File: config.mk
export PLATFORM = sky130hd
export DESIGN_NAME = ula_muldiv
export DESIGN_NICKNAME = d
export VERILOG_FILES = /design/src/rtl/ula_muldiv.sv
export SDC_FILE = /design/constraint.sdc
export NUM_CORES = 1
export LEC_CHECK = 0
export ABC_AREA = 1
export ABC_CLOCK_PERIOD_IN_PS = 2900
export CELL_PAD_IN_SITES_DETAIL_PLACEMENT = 1
export CELL_PAD_IN_SITES_GLOBAL_PLACEMENT = 1
export CORE_UTILIZATION = 38
export DETAILED_ROUTE_END_ITERATION = 8
export MAX_ROUTING_LAYER = met4
export PLACE_DENSITY = 0.76
export REMOVE_ABC_BUFFERS = 1
export SLEW_MARGIN = 10
export SYNTH_ARGS = -nofsm -noshare
export SYNTH_HDL_FRONTEND = slang
export SYNTH_SLANG_ARGS = --single-unit
File: constraint.sdc
create_clock -name clk -period 2.9 [get_ports clk]
set_clock_uncertainty 0.05 [all_clocks]
set_input_delay 0.725 -clock clk [delete_from_list [all_inputs] [get_ports clk]]
set_output_delay 0.725 -clock clk [all_outputs]
set_load 0.005 [all_outputs]
File: src/rtl/ula_muldiv.sv
// ula_muldiv: iterative radix-2 mult/div unit with private HI/LO.
// Decodes Type-R funct for mult/div, mfhi/mflo and mthi/mtlo.
module ula_muldiv #(
  parameter int WIDTH = 32
) (
  input  logic             clk,
  input  logic             rst_n,
  input  logic             start,
  input  logic [5:0]       func,
  input  logic [WIDTH-1:0] rs_val,
  input  logic [WIDTH-1:0] rt_val,
  output logic             busy,
  output logic             done,
  output logic             div_zero,
  output logic [WIDTH-1:0] hi,
  output logic [WIDTH-1:0] lo,
  output logic [WIDTH-1:0] rd_data
);

  localparam int CW = (WIDTH > 2) ? $clog2(WIDTH) : 1;
  localparam logic [5:0] F_MFHI = 6'b010000;
  localparam logic [5:0] F_MTHI = 6'b010001;
  localparam logic [5:0] F_MTLO = 6'b010011;

  typedef enum logic [1:0] {
    S_IDLE,
    S_RUN,
    S_FIX
  } state_t;

  state_t r_state, w_nstate;

  logic [CW-1:0]      r_cnt;
  logic [2*WIDTH-1:0] r_acc;
  logic [WIDTH-1:0]   r_a;
  logic [WIDTH-1:0]   r_b;
  logic               r_div;
  logic               r_sa;
  logic               r_sb;
  logic [WIDTH-1:0]   r_hi;
  logic [WIDTH-1:0]   r_lo;
  logic               r_done;
  logic               r_dz;

  logic               w_idle;
  logic               w_long;
  logic               w_mthi;
  logic               w_mtlo;
  logic               w_last;
  logic               w_neg_a;
  logic               w_neg_b;
  logic [WIDTH-1:0]   w_abs_a;
  logic [WIDTH-1:0]   w_abs_b;
  logic [WIDTH:0]     w_msum;
  logic [2*WIDTH-1:0] w_mnext;
  logic [WIDTH:0]     w_dshift;
  logic [WIDTH:0]     w_ddiff;
  logic [2*WIDTH-1:0] w_dnext;
  logic               w_neg;
  logic [2*WIDTH-1:0] w_prod;
  logic [WIDTH-1:0]   w_q;
  logic [WIDTH-1:0]   w_r;
  logic [WIDTH-1:0]   w_qf;
  logic [WIDTH-1:0]   w_rf;

  assign w_idle = (r_state == S_IDLE);
  assign w_long = start && w_idle && (func[5:2] == 4'b0110);
  assign w_mthi = start && w_idle && (func == F_MTHI);
  assign w_mtlo = start && w_idle && (func == F_MTLO);
  assign w_last = (r_cnt == CW'(WIDTH - 1));

  // funct bit 0 clear selects the signed variant
  assign w_neg_a = ~func[0] & rs_val[WIDTH-1];
  assign w_neg_b = ~func[0] & rt_val[WIDTH-1];
  assign w_abs_a = w_neg_a ? -rs_val : rs_val;
  assign w_abs_b = w_neg_b ? -rt_val : rt_val;

  // acc = {partial product, remaining multiplier bits}
  assign w_msum  = {1'b0, r_acc[2*WIDTH-1:WIDTH]}
                 + (r_acc[0] ? {1'b0, r_a} : '0);
  assign w_mnext = {w_msum, r_acc[WIDTH-1:1]};

  // acc = {partial remainder, dividend/quotient bits}
  assign w_dshift = {r_acc[2*WIDTH-1:WIDTH], r_acc[WIDTH-1]};
  assign w_ddiff  = w_dshift - {1'b0, r_b};
  assign w_dnext  = w_ddiff[WIDTH]
                  ? {w_dshift[WIDTH-1:0], r_acc[WIDTH-2:0], 1'b0}
                  : {w_ddiff[WIDTH-1:0], r_acc[WIDTH-2:0], 1'b1};

  assign w_neg  = r_sa ^ r_sb;
  assign w_prod = w_neg ? -r_acc : r_acc;
  assign w_q    = r_acc[WIDTH-1:0];
  assign w_r    = r_acc[2*WIDTH-1:WIDTH];
  assign w_qf   = w_neg ? -w_q : w_q;
  assign w_rf   = r_sa ? -w_r : w_r;

  always_ff @(posedge clk or negedge rst_n) begin
    if (!rst_n) r_state <= S_IDLE;
    else        r_state <= w_nstate;
  end

  always_comb begin
    w_nstate = r_state;
    unique case (r_state)
      S_IDLE:  if (w_long) w_nstate = S_RUN;
      S_RUN:   if (w_last) w_nstate = S_FIX;
      S_FIX:   w_nstate = S_IDLE;
      default: w_nstate = S_IDLE;
    endcase
  end

  always_ff @(posedge clk or negedge rst_n) begin
    if (!rst_n) begin
      r_cnt  <= '0;
      r_acc  <= '0;
      r_a    <= '0;
      r_b    <= '0;
      r_div  <= 1'b0;
      r_sa   <= 1'b0;
      r_sb   <= 1'b0;
      r_hi   <= '0;
      r_lo   <= '0;
      r_done <= 1'b0;
      r_dz   <= 1'b0;
    end else begin
      r_done <= 1'b0;
      r_dz   <= 1'b0;
      if (w_long) begin
        r_div <= func[1];
        r_sa  <= w_neg_a;
        r_sb  <= w_neg_b;
        r_b   <= w_abs_b;
        r_cnt <= '0;
        // divide keeps the raw dividend for the zero-divisor result
        if (func[1]) begin
          r_acc <= {{WIDTH{1'b0}}, w_abs_a};
          r_a   <= rs_val;
        end else begin
          r_acc <= {{WIDTH{1'b0}}, w_abs_b};
          r_a   <= w_abs_a;
        end
      end
      if (w_mthi) r_hi <= rs_val;
      if (w_mtlo) r_lo <= rs_val;
      if (r_state == S_RUN) begin
        r_acc <= r_div ? w_dnext : w_mnext;
        r_cnt <= w_last ? '0 : r_cnt + 1'b1;
      end
      if (r_state == S_FIX) begin
        r_done <= 1'b1;
        if (!r_div) begin
          {r_hi, r_lo} <= w_prod;
        end else if (r_b == '0) begin
          r_lo <= '1;
          r_hi <= r_a;
          r_dz <= 1'b1;
        end else begin
          r_lo <= w_qf;
          r_hi <= w_rf;
        end
      end
    end
  end

  assign busy     = ~w_idle;
  assign done     = r_done;
  assign div_zero = r_dz;
  assign hi       = r_hi;
  assign lo       = r_lo;
  assign rd_data  = (func == F_MFHI) ? r_hi : r_lo;

endmodule
# Word level (Yosys, flattened, before mapping)
# Cells that the tools add are included.
[totals] output_inout_bits=99 reg_bits=204 wordCells=75 inputBits=73
[classes] n_eq_ne=9 addsub=8 n_reduce_logical=10 bitwise=5 n_mux=31
[op_table] op="$mux 32" n=16
[op_table] op="$mux 64" n=5
[op_table] op="$neg 32->32" n=4
[op_table] op="$neg 64->64" n=1
[op_table] op="$add 32x32->33" n=1
[op_table] op="$sub 33x32->33" n=1
[op_table] op="$logic_not 32->1" n=1
[op_table] op="$eq 6x5->1 const B" n=3
[op_table] op="$mux 5" n=3
[op_table] op="$reduce_bool 2->1" n=3
[op_table] op="$add 5x1->5 const B" n=1
[op_table] op="$eq 5x5->1 const B" n=1
[op_table] op="$eq 4x3->1 const B" n=1
[op_table] op="$logic_and 1x1->1" n=4
[op_table] op="$mux 1" n=4
[op_table] op="$mux 2" n=2
[op_table] op="$pmux 2 s2" n=1
[op_table] op="$and 1x1->1" n=2
[op_table] op="$eq 2x1->1 const B" n=1
[op_table] op="$eq 2x2->1 const B" n=1
[op_table] op="$logic_not 2->1" n=1
[op_table] op="$ne 2x1->1 const B" n=1
[op_table] op="$ne 2x2->1 const B" n=1
[op_table] op="$not 1->1" n=2
[op_table] op="other kinds (2)" n=2

# Longest topological paths before layout
[logic_depth] depth_word=6 mapped_depth=20 depth_no_buf=19

# Least setup slack after synthesis
# OpenSTA, ideal clock, no wires.
[synth_path] path_kind="flip-flop to flip-flop" startpoint="reg r_acc[0]" endpoint="reg r_acc[59]" n_path_buf=2 setup_ns=0.117 synth_period_minus_slack_ns=2.681 path_slack_ns=0.219 t_required_ns=2.733 path_stages_with_launch=20 t_arrival_ns=2.514 path_cell_list="dfrtp_1 > buf_6 > clkbuf_1 > nand2_1 > inv_1 > ha_1 > inv_1 > fa_1 > o21ai_0 > nand2_1 > nand2_1 > nand2_1 > nand2_1 > nand3_1 > nand3_1 > nand2_1 > nor2_1 > nor2_1 > nand2_1 > nand2_1"
[synth_via] elab_chain_cells=4
[synth_lines] item="from (decl)" line_no="34" source="logic [2*WIDTH-1:0] r_acc;"
[synth_lines] item="from (signal assigned)" line_no="136" source="r_acc <= {{WIDTH{1'b0}}, w_abs_a};"
[synth_lines] item="from (signal assigned)" line_no="139" source="r_acc <= {{WIDTH{1'b0}}, w_abs_b};"
[synth_lines] item="from (signal assigned)" line_no="146" source="r_acc <= r_div ? w_dnext : w_mnext;"
[synth_lines] item="$mux 32" line_no="80" source="+ (r_acc[0] ? {1'b0, r_a} : '0);"
[synth_lines] item="$add 32x32->33" line_no="80"
[synth_lines] item="$mux 64" line_no="146"
[synth_lines] item="$mux 64" line_no="145" source="if (r_state == S_RUN) begin"
# Every way passes these cells.
# A chain may end at the register's enable or synchronous reset.

# Worst setup path in the final report
[layout_path] startpoint="in func[0]" endpoint="out rd_data[27]"
[layout_via] elab_chain_cells=2
[layout_lines] item="from (decl)" line_no="9" source="input logic [5:0] func,"
[layout_lines] item="$eq 6x5->1" line_no="170" source="assign rd_data = (func == F_MFHI) ? r_hi : r_lo;"
[layout_lines] item="$mux 32" line_no="170"
[layout_lines] item="to (decl)" line_no="17" source="output logic [WIDTH-1:0] rd_data"
# Every way passes these cells.

==> impl_metrics.json <==
{
  "timing.critical_path.buf_inv": 5,
  "ys_seq_area_frac": 0.2508,
  "met2_length_mm": 52.14,
  "die_h_um": 233.5,
  "initial_core_util": 0.3858,
  "final_cell_area_um2": 26100,
  "synth-async-reset-ratio": 1.000,
  "holdWs_ns": 0.4475,
  "tns_ns": 0,
  "synth-edff-count": 0,
  "worstSetupEndpointType": "primary output",
  "report.final.slew_viol_count": 0,
  "io_buffers": 171,
  "m1WireLength_mm": 47.80,
  "crit_path_start_kind": "input pin",
  "htree_levels": 1,
  "multi_input_area_um2": 13370,
  "antenna_found_initial": 2,
  "yosysWarnings": 0,
  "top_layer_used": "met4",
  "drive_gt1_frac": 0.1357,
  "syn-cell-area_um2": 20360,
  "finalSetupViolCount": 0,
  "arrival_ns": 2.08,
  "num_vias": 26440,
  "die_x_um": 233.5,
  "gp_congestion": 1.036,
  "synth_ff_type": "dfrtp_1",
  "wl_per_cell_um": 25.49,
  "place_inst": 4470,
  "status": "finished, final reports clean",
  "power_mw": 24.07,
  "cts.root.buffer_cell": "clkbuf_16",
  "crit_chain": "clkdlybuf4s15_1 > inv_2 > nand4_1 > buf_6 > buf_12 > mux2_2 > dlygate4sd2_1",
  "firstDrtPassIters": 6,
  "hp-class": "flop to flop",
  "dp_hpwl_mm": 92.79,
  "synth_cell_type_count": 56,
  "yosys.area.top_type_share": 0.2508,
  "post-place-ws_ns": -0.4179,
  "syn_inst": 3461,
  "cp_max_fo": 5,
  "cts_buffer_depth": 3,
  "instances_no_fill": 4543,
  "clock_sinks": 204,
  "ant_nets": 0,
  "setup_ws_ns": 0.04521,
  "relSlewSlack": 0.4284,
  "ir_drop_v": 0.0005908,
  "cts.clk_slew.worst_paths_ns": 0.06,
  "synth.area.top_cells": "dfrtp_1 (25%), nand2_1 (19%), nor2_1 (8.6%), inv_1 (7.9%), nand3_1 (7.4%)",
  "worst_pin_slew_ns": 0.8574,
  "period_share": 0.9844,
  "rows": 84,
  "initialDrtViolationCount": 2535,
  "routed_wl_mm": 115.8,
  "final_util": 0.4948,
  "tritoncts": "yes",
  "crit_required_ns": 2.12,
  "post-synth-top-count-cell": "nand2_1",
  "synth-seq-cells": 204,
  "area_delta_synth_final_pct": 28.23,
  "grt_max_degree": 89,
  "path_delay_family": "buffers and inverters",
  "via_per_inst": 5.820,
  "postPlaceCellArea_um2": 24680,
  "grt.overflow.total": 0,
  "hold_viol": 0,
  "regArea_um2": 5109,
  "grt_pass1_vias": 26670,
  "syn_area_per_cell_um2": 5.882,
  "layout.nets": 3981,
  "power.density_nw_per_um2": 922.2,
  "core_area_um2": 52760,
  "min_period_ns": 2.855,
  "p_leak_nw": 13.25,
  "cp_slowest_cell": "mux2_2",
  "timing.fmax_ghz": 0.3503,
  "maxCapViolCount": 0,
  "dieArea_um2": 54500,
  "clk_latency_ns": 0.60,
  "wl_met3_mm": 8.680,
  "rsz0062_at_grt": "yes",
  "synth_common_cells": "nand2_1 (1016), nor2_1 (466), inv_1 (429)",
  "grt_use_total": 0.4320,
  "critPathKind": "input pin to primary output",
  "cts_buffers": 27,
  "nFillCells": 7198,
  "yosysTopAreaCell": "dfrtp_1",
  "cpPeakStageDelay_ns": 0.33,
  "io_pins": 172,
  "grt_pass1_wl_mm": 169.4,
  "remaining_drc_errors": 0
}
[worst paths after layout]
check                         endpoint     start  slack (ns)  depth (start not counted)
max                        rd_data[27]   func[0]        0.05                          7
min                             r_b[2]    r_b[2]        0.45                          2
max reg2reg                  r_acc[59]  r_acc[0]        0.05                         15
min reg2reg                     r_b[2]    r_b[2]        0.45                          2
max in group asynchronous    r_acc[56]     rst_n        1.37                          3
min in group asynchronous         done     rst_n        0.56                          2
[kinds of logic (layout without fill, tap and decap cells)]
logic type | count (synthesis) | after routing | share of synthesized area
fa+ha+maj | 72 | 72 | 0.04499
buf+inv | 573 | 965 | 0.1101
compound gates | 588 | 588 | 0.1583
other cells | 0 | 2 | 0
mux | 14 | 14 | 0.007683
flops | 204 | 204 | 0.2508
simple gates | 1931 | 1931 | 0.3942
xor+xnor | 79 | 79 | 0.03399
[layer usage]
layer  track usage  up-vias
li1              -    11900
met1        0.5409    13010
met2        0.6695     1188
met3       0.06848      344
met4        0.2256        0
met5             -        -
[sequential cells by signal (all words and copies together), names as in the netlist]
signal / flops
div_zero: 1
done: 1
hi: 32
lo: 32
r_a: 32
r_acc: 64
r_b: 32
r_cnt: 5
r_div: 1
r_sa: 1
r_sb: 1
r_state: 2
[worst register-to-register path: stages, from the launching register on]
cell and delay (ns):
dfrtp_2 0.52, buf_12 0.21, buf_4 0.19, nand2_1 0.07, inv_1 0.04, ha_1 0.40
nand2_1 0.14, o21ai_0 0.35, nand2_1 0.10, nand2_1 0.10, a21oi_1 0.06, a21oi_1 0.16
nor2_1 0.06, nor2_1 0.15, nand2_1 0.11, nand2_1 0.07
[layout by cell type, fill, tap and decap left out, drive strengths merged, types with 45 or more instances in the layout]
master and n:
a21oi 239, buf 314, clkbuf 53, clkdlybuf4s50 132, dfrtp 204, ha 70, inv 441, nand2 1027
nand3 302, nand4 45, nor2 477, o21ai 237, xor2 63
[power by group]
part / total, mW / leakage (nW) / switching, mW / internal [mW]
sequential: 4.59 / 2.45 / 1.08 / 3.52
combinational: 16.0 / 10.4 / 10.5 / 5.47
clock: 3.48 / 0.431 / 1.47 / 2.01
[layout make-up]
| cell class | count | share of cell area |
|---|---|---|
| antenna | 2 | 0.0001917 |
| multi-input combinational | 2684 | 0.5120 |
| inverter | 443 | 0.06380 |
| timing repair buffer | 476 | 0.1616 |
| sequential | 204 | 0.1957 |
| tap | 688 | 0.03298 |
| clock inverter | 10 | 0.004601 |
| clock buffer | 36 | 0.02909 |
[what timing repair did]
item | 4_1_cts | 5_1_grt
endpoints found under the hold margin | 30 | 0
pin swaps | 3 | 8
gates cloned | 4 | 2
gates resized for setup | 110 | 116
endpoints found under the setup margin | 61 | 82
setup buffers | 9 | 11
hold buffers | 1 | 0
Note: power is estimated with default switching activity, not from simulation.
